==> src/rtl/mmio_timer.sv <==
// mmio_timer: memory-mapped countdown timer on the CPU data-memory port.
//
// A 16-byte register window at BASE_ADDR holds CTRL, PRESET and COUNT, plus
// one reserved word. Enabling the timer loads COUNT from PRESET. COUNT then
// counts down to zero and raises an interrupt flag. In one-shot mode the
// timer disables itself after the interrupt. In auto-reload mode it restarts
// and the flag is a one-cycle pulse.
//
// Ports:
//   clk     - clock, rising edge
//   rst     - asynchronous active-low reset (0 = reset)
//   addr    - byte address from the memory stage
//   byteen  - byte write enables; any nonzero value is a write
//   wdata   - byte-lane-aligned write data
//   hit     - address falls inside this timer's window (combinational)
//   rdata   - read data for the selected register, 0 when not hit (combinational)
//   irq     - level interrupt request, flag gated by CTRL.IM
module mmio_timer #(
  parameter logic [31:0] BASE_ADDR = 32'h0000_7F00
) (
  input  logic        clk,
  input  logic        rst,
  input  logic [31:0] addr,
  input  logic [3:0]  byteen,
  input  logic [31:0] wdata,
  output logic        hit,
  output logic [31:0] rdata,
  output logic        irq
);

  typedef enum logic [1:0] {
    S_IDLE = 2'd0,
    S_LOAD = 2'd1,
    S_CNT  = 2'd2,
    S_INT  = 2'd3
  } state_t;

  localparam logic [1:0] OFF_CTRL   = 2'd0;
  localparam logic [1:0] OFF_PRESET = 2'd1;
  localparam logic [1:0] OFF_COUNT  = 2'd2;

  state_t      r_state;
  state_t      w_state_nxt;
  logic        r_en;
  logic [1:0]  r_mode;
  logic        r_im;
  logic [31:0] r_preset;
  logic [31:0] r_count;
  logic        r_irq_flag;

  logic [31:0] w_count_nxt;
  logic        w_fsm_en_clr;
  logic        w_flag_set;
  logic        w_flag_clr;
  logic        w_wr;
  logic        w_wr_ctrl;
  logic        w_wr_preset;
  logic [31:0] w_ctrl_word;
  logic [31:0] w_ctrl_merged;
  logic        w_unused;

  // Byte-granular merge: each set enable replaces that byte lane of the old value.
  function automatic logic [31:0] f_merge(input logic [31:0] old_val,
                                          input logic [31:0] new_val,
                                          input logic [3:0]  be);
    logic [31:0] res;
    res = old_val;
    for (int i = 0; i < 4; i++) begin
      if (be[i]) begin
        res[8*i +: 8] = new_val[8*i +: 8];
      end else begin
        res[8*i +: 8] = old_val[8*i +: 8];
      end
    end
    return res;
  endfunction

  // The low address bits select a byte within a word and do not affect decoding.
  assign w_unused = ^addr[1:0];

  assign hit           = (addr[31:4] == BASE_ADDR[31:4]);
  assign w_wr          = hit & (byteen != 4'b0000);
  assign w_wr_ctrl     = w_wr & (addr[3:2] == OFF_CTRL);
  assign w_wr_preset   = w_wr & (addr[3:2] == OFF_PRESET);
  assign w_ctrl_word   = {28'd0, r_im, r_mode, r_en};
  assign w_ctrl_merged = f_merge(w_ctrl_word, wdata, byteen);
  assign irq           = r_irq_flag & r_im;

  // Read mux: the selected register when hit, zero otherwise.
  always_comb begin
    rdata = 32'h0000_0000;
    if (hit) begin
      case (addr[3:2])
        OFF_CTRL:   rdata = w_ctrl_word;
        OFF_PRESET: rdata = r_preset;
        OFF_COUNT:  rdata = r_count;
        default:    rdata = 32'h0000_0000;
      endcase
    end else begin
      rdata = 32'h0000_0000;
    end
  end

  // Next-state logic together with the COUNT update and the flag and EN side effects.
  always_comb begin
    w_state_nxt  = r_state;
    w_count_nxt  = r_count;
    w_fsm_en_clr = 1'b0;
    w_flag_set   = 1'b0;
    w_flag_clr   = 1'b0;
    case (r_state)
      S_IDLE: begin
        if (r_en) begin
          w_state_nxt = S_LOAD;
        end else begin
          w_state_nxt = S_IDLE;
        end
      end
      S_LOAD: begin
        w_count_nxt = r_preset;
        if (r_en) begin
          w_state_nxt = S_CNT;
        end else begin
          w_state_nxt = S_IDLE;
        end
      end
      S_CNT: begin
        if (!r_en) begin
          w_state_nxt = S_IDLE;
        end else if (r_count != 32'd0) begin
          w_count_nxt = r_count - 32'd1;
        end else begin
          w_state_nxt = S_INT;
          w_flag_set  = 1'b1;
        end
      end
      S_INT: begin
        w_state_nxt = S_IDLE;
        // Auto-reload keeps EN set so the timer restarts from IDLE; all other
        // modes behave as one-shot.
        if (r_mode == 2'b01) begin
          w_flag_clr = 1'b1;
        end else begin
          w_fsm_en_clr = 1'b1;
        end
      end
      default: begin
        w_state_nxt = S_IDLE;
      end
    endcase
  end

  // FSM state and COUNT registers.
  always_ff @(posedge clk or negedge rst) begin
    if (!rst) begin
      r_state <= S_IDLE;
      r_count <= 32'd0;
    end else begin
      r_state <= w_state_nxt;
      r_count <= w_count_nxt;
    end
  end

  // CTRL register. A bus write on the same edge as the FSM's one-shot EN clear wins.
  always_ff @(posedge clk or negedge rst) begin
    if (!rst) begin
      r_en   <= 1'b0;
      r_mode <= 2'b00;
      r_im   <= 1'b0;
    end else if (w_wr_ctrl) begin
      r_en   <= w_ctrl_merged[0];
      r_mode <= w_ctrl_merged[2:1];
      r_im   <= w_ctrl_merged[3];
    end else if (w_fsm_en_clr) begin
      r_en   <= 1'b0;
    end
  end

  // PRESET register. It is only sampled in LOAD, so writes during a count do not disturb it.
  always_ff @(posedge clk or negedge rst) begin
    if (!rst) begin
      r_preset <= 32'd0;
    end else if (w_wr_preset) begin
      r_preset <= f_merge(r_preset, wdata, byteen);
    end
  end

  // Interrupt flag. Software acknowledges by writing CTRL or PRESET, and that has priority.
  always_ff @(posedge clk or negedge rst) begin
    if (!rst) begin
      r_irq_flag <= 1'b0;
    end else if (w_wr_ctrl || w_wr_preset) begin
      r_irq_flag <= 1'b0;
    end else if (w_flag_set) begin
      r_irq_flag <= 1'b1;
    end else if (w_flag_clr) begin
      r_irq_flag <= 1'b0;
    end
  end

endmodule

==> config.mk <==
export PLATFORM = sky130hd
export DESIGN_NAME = mmio_timer
export DESIGN_NICKNAME = d
export VERILOG_FILES = /design/src/rtl/mmio_timer.sv
export SDC_FILE = /design/constraint.sdc
export NUM_CORES = 1
export LEC_CHECK = 0
export CAP_MARGIN = 20
export CORE_UTILIZATION = 33
export CTS_CLUSTER_DIAMETER = 200
export DETAILED_ROUTE_END_ITERATION = 8
export SYNTH_ARGS = -nofsm -noshare
export SYNTH_HDL_FRONTEND = slang
export SYNTH_SLANG_ARGS = --single-unit
==> constraint.sdc <==
create_clock -name clk -period 4.8 [get_ports clk]
set_input_delay 0.96 -clock clk [delete_from_list [all_inputs] [get_ports clk]]
set_output_delay 0.96 -clock clk [all_outputs]
set_load 0.02 [all_outputs]
### After elaboration in Yosys (flattened, before gate mapping)

Index checks and enable logic that the tools add are counted.
W data, S select, Z words.

* flip-flop bits (word level): 71
* output and inout bits: 34
* word-level logic and storage cells: 64

* muxes and demuxes: 23
* equality and inequality tests: 11
* bitwise operators: 4
* add/subtract/negate cells: 1
* reductions and logical operators: 15

Operator list (count)
* $mux W32: 3
* $pmux W32 S3: 1
* $pmux W32 S2: 1
* $reduce_bool A32 Y1: 1
* $sub A32 B1 Y32 const B: 1
* $eq A28 B11 Y1 const B: 1
* $mux W1: 14
* $reduce_and A2 Y1: 6
* $pmux W2 S4: 1
* $eq A2 B1 Y1 const B: 3
* $eq A2 B2 Y1 const B: 3
* $mux W2: 3
* $ne A2 B2 Y1 const B: 3
* $and A1 B1 Y1: 4
* $logic_not A2 Y1: 2
* $reduce_bool A2 Y1: 2
* $reduce_bool A4 Y1: 1
* $ne A3 B3 Y1 const B: 1
* $reduce_and A3 Y1: 1
* $reduce_bool A3 Y1: 1
* $logic_or A1 B1 Y1: 1

### Longest topological paths before layout

* word-level depth: 6
* gate-level depth with buffers: 8
* depth with buffers taken out: 7

### Worst setup path after synthesis

No wires, ideal clock.

* kind: input port to output port
* start point: input addr[2]
* end point: output rdata[11]
* data arrival time: 2.486 ns
* path slack: 1.354 ns
* stages on the path: 6
* path buffers: 3
* cell sequence: clkbuf_1 > nor2b_1 > clkbuf_1 > clkbuf_1 > a22oi_1 > nor2_1

* cells in the longest elaborated chain, start to end: 3
* elaborated cells on any way between the ends: 5
* those cells by class: 2 x eq/ne; 2 x mux; 1 x reduce/logical

Ends and longest elaborated chain
* start, declared: RTL line 23 `input logic [31:0] addr,`
* $eq A2 B2 Y1, or another cell as far along: RTL line 93 `case (addr[3:2])`
* $pmux W32 S3 (*): RTL line 93
* $mux W32 (*): RTL line 92 `if (hit) begin`
* end, declared: RTL line 27 `output logic [31:0] rdata,`

Every way passes the cells marked *; elsewhere a longest branch is shown, timed or not.

### Worst setup path in the final report

* start point: input addr[22]
* end point: output hit

* cells in the longest elaborated chain, start to end: 1

Ends and longest elaborated chain
* $eq A28 B11 Y1: RTL line 81 `assign hit = (addr[31:4] == BASE_ADDR[31:4]);`
* end, declared: RTL line 26 `output logic hit,`

Every way passes these cells.

==> results by group <==
Finish
  – Most frequent cells in the layout: clkdlybuf4s50_1 (100), dfrtp_1 (71), nor2_1 (55)
  – ANT cells: 0
  – Layout cells sized above 1: 12.5%
  – Final nets: 601
  – Area Overhead vs Synth: 36.1%
  – Most common cell after layout, fill and taps aside: clkdlybuf4s50_1

Worst setup path
  – CP Cell Sequence: clkdlybuf4s50_1 > nor4b_1 > nand4_1 > or3_1 > buf_4 > inv_1 > clkdlybuf4s50_1
  – Bufs and invs on worst path: 4
  – CP Max Fanout: 34
  – Crit start category: input port
  – Worst path max stage delay: 0.65 ns
  – Worst EP arrival: 3.33 ns
  – CP required: 3.84 ns
  – CP max stage cell: clkdlybuf4s50_1
  – Cell mode on critical path: clkdlybuf4s50_1
  – Top delay family on crit path: buffers and inverters
  – Crit path kind: in -> out
  – Setup crit end kind: output pin

Timing
  – RSZ-0062 raised after global routing: no
  – Fin crit share: 89.4%
  – Max Freq: 233 MHz
  – Final min period: 4.29 ns
  – Slew Limit Fails: 0
  – Setup Viol. Count Final: 0
  – Rel. slew slack: 35.5%
  – Worst slew pin tran: 0.967 ns
  – Final TNS setup: 0 ns
  – Endpoints failing hold: 0
  – Setup Skew: 0.00931 ns

Global routing
  – Total track usage: 18.7%
  – Largest net degree at the start of global routing: 43
  – Grt ovf: 0
  – First-pass GRT wire length: 19.2 mm
  – Initial antenna violation count: 0
  – Vias in the first global route: 3911

Logic synthesis
  – Net Count, Synth: 518
  – Largest family of logic cells by synthesized area: compound AO/OA/AOI/OAI gates
  – Complex-gate fraction of the synthesized area: 23.3%
  – Syn_area_per_cell: 9.22 sq um
  – Sequential area share after synthesis: 43.1%
  – Post-synthesis mux area share: 10.8%
  – Synth Instances: 447
  – Post-Syn Area: 4120 sq um
  – Adder-cell area share of the yosys netlist: 0.303%
  – Ys async rst share: 100%
  – Ys Warns: 0
  – Synth Area in Simple Gates: 18.0%
  – Unique masters post-synth: 48
  – Post-synth EDFFs: 0
  – Synth Area in XOR/XNOR: 0%
  – Synth Register Bits: 71
  – Synth Flop Type: dfrtp_1

Clock tree
  – Cts bufs inserted: 9
  – Clk slew on worst S/H paths: 0.06 ns
  – CTS root buf: clkbuf_16
  – Post-CTS Hold Buffers: 0
  – Clock Latency Late Sink: 0.34 ns
  – Cts repair resizes: 0
  – TritonCTS clock tree: yes
  – Clock sinks: 71
  – Setup repair bufs after CTS: 0
  – CTS Buffer Depth: 2
  – H-tree Lvls: 3

Hold path
  – HP Class: reg -> reg

Floorplanning
  – Vert. Die Dim: 114 um
  – Site Rows: 40
  – I/O pin count: 104
  – Die W: 114 um
  – Die area: 12900 sq um
  – Core area: 12100 sq um
  – Starting Density: 34.0%

Power
  – Cell Pwr Density: 271 nW/um^2
  – VDD IR max: 0.000157 V
  – Leak pwr: 2.31 nW
  – Post-route total power: 1.52 mW

Routing
  – Routed WL per cell: 16.7 um
  – DRC: 0
  – Via count: 3912
  – DRT antenna net count: 0
  – Vias per Instance: 5.56
  – DRT Pass-1 Iters: 5
  – DRT iter0 DRCs: 270
  – Drt total wl: 11.7 mm

Run
  – Max-cap violations: 0

Outcome
  – Status: finished, final reports clean

Placed design
  – Port bufs: 101
  – HPWL after DPL: 8.05 mm
  – Routability cong.: 0.808
## per-layer routing
metal  vias up  track usage (%)  part of all wire [%]
li1       1852                -                     -
met1      1914             23.6                    43
met2       132             32.4                    50
met3        14             4.14                   5.8
met4         0             4.42                  0.80
met5         -                0                     0
## stage by stage
| step | std cells | utilization (%) | worst slack (ns) | cell area [sq um] | hold WS [ns] |
|---|---|---|---|---|---|
| final | 703 | 46.3 | 0.509 | 5610 | 0.522 |
| after CTS | 703 | 46.3 | 0.492 | 5610 | 0.513 |
| after global placement | 687 | 43.3 | 0.533 | 5240 | 0.494 |
| after global routing | 703 | 46.3 | 0.370 | 5610 | 0.536 |
| after detailed placement | 687 | 43.3 | 0.496 | 5240 | 0.501 |
| after floorplan | 447 | - | 1.35 | 4120 | 0.470 |
## Yosys cell counts, drive strengths merged (2+ instances only)
cell type | number | area (sq um)
a21oi | 35 | 175
a22o | 6 | 52.6
a22oi | 34 | 255
a31oi | 3 | 18.8
a32oi | 2 | 17.5
and3 | 6 | 37.5
buf | 11 | 67.6
clkbuf | 26 | 97.6
dfrtp | 71 | 1780
inv | 5 | 18.8
mux2 | 35 | 394
mux2i | 5 | 50.1
nand2 | 20 | 75.1
nand2b | 4 | 25.0
nand3 | 5 | 25.0
nand4 | 6 | 37.5
nor2 | 55 | 206
nor2b | 5 | 31.3
nor3 | 17 | 85.1
nor3b | 2 | 15.0
nor4 | 10 | 62.6
nor4b | 3 | 26.3
o21ai | 33 | 165
o2bb2ai | 12 | 105
o31a | 4 | 35.0
o32ai | 3 | 26.3
o41ai | 2 | 17.5
or3 | 7 | 43.8
or4 | 3 | 26.3
## where the power goes
group | switching, mW | leakage [nW] | internal, mW
Sequential | 0.0000000461 | 0.993 | 0.599
Combinational | 0.0330 | 1.14 | 0.0520
Clock | 0.263 | 0.180 | 0.576
## kinds of logic after synthesis
family                   count (synthesis)
AND/OR/NAND/NOR                        149
AO/OA/AOI/OAI                          144
flip-flops                              71
buffers and inverters                   42
multiplexers                            40
adder cells (fa/ha/maj)                  1
## state kept, by name (all words and copies together) (netlist names)
register,count
r_irq_flag,1
r_im,1
r_state,2
r_en,1
r_mode,2
r_count,32
r_preset,32
## path summary, 6_finish.rpt
path,start,endpoint,slack [ns],depth (start not counted)
worst max-delay path,addr[22],hit,0.51,7
worst min-delay path,r_count[21],r_count[21],0.52,1
worst max register to register,r_count[7],r_count[6],1.39,5
worst min register to register,r_count[21],r_count[21],0.52,1
max in group asynchronous,rst,r_preset[11],3.08,2
min in group asynchronous,rst,r_im,0.71,1
## cell type report
type / instances / area (sq um)
fill: 1222 / 6500
multi-input combinational: 334 / 2170
sequential: 71 / 1780
timing repair buffer: 109 / 1070
clock buffer: 11 / 243
tap: 168 / 210
clock inverter: 5 / 129
inverter: 5 / 18.8
Power figures use the tool's default switching activity.
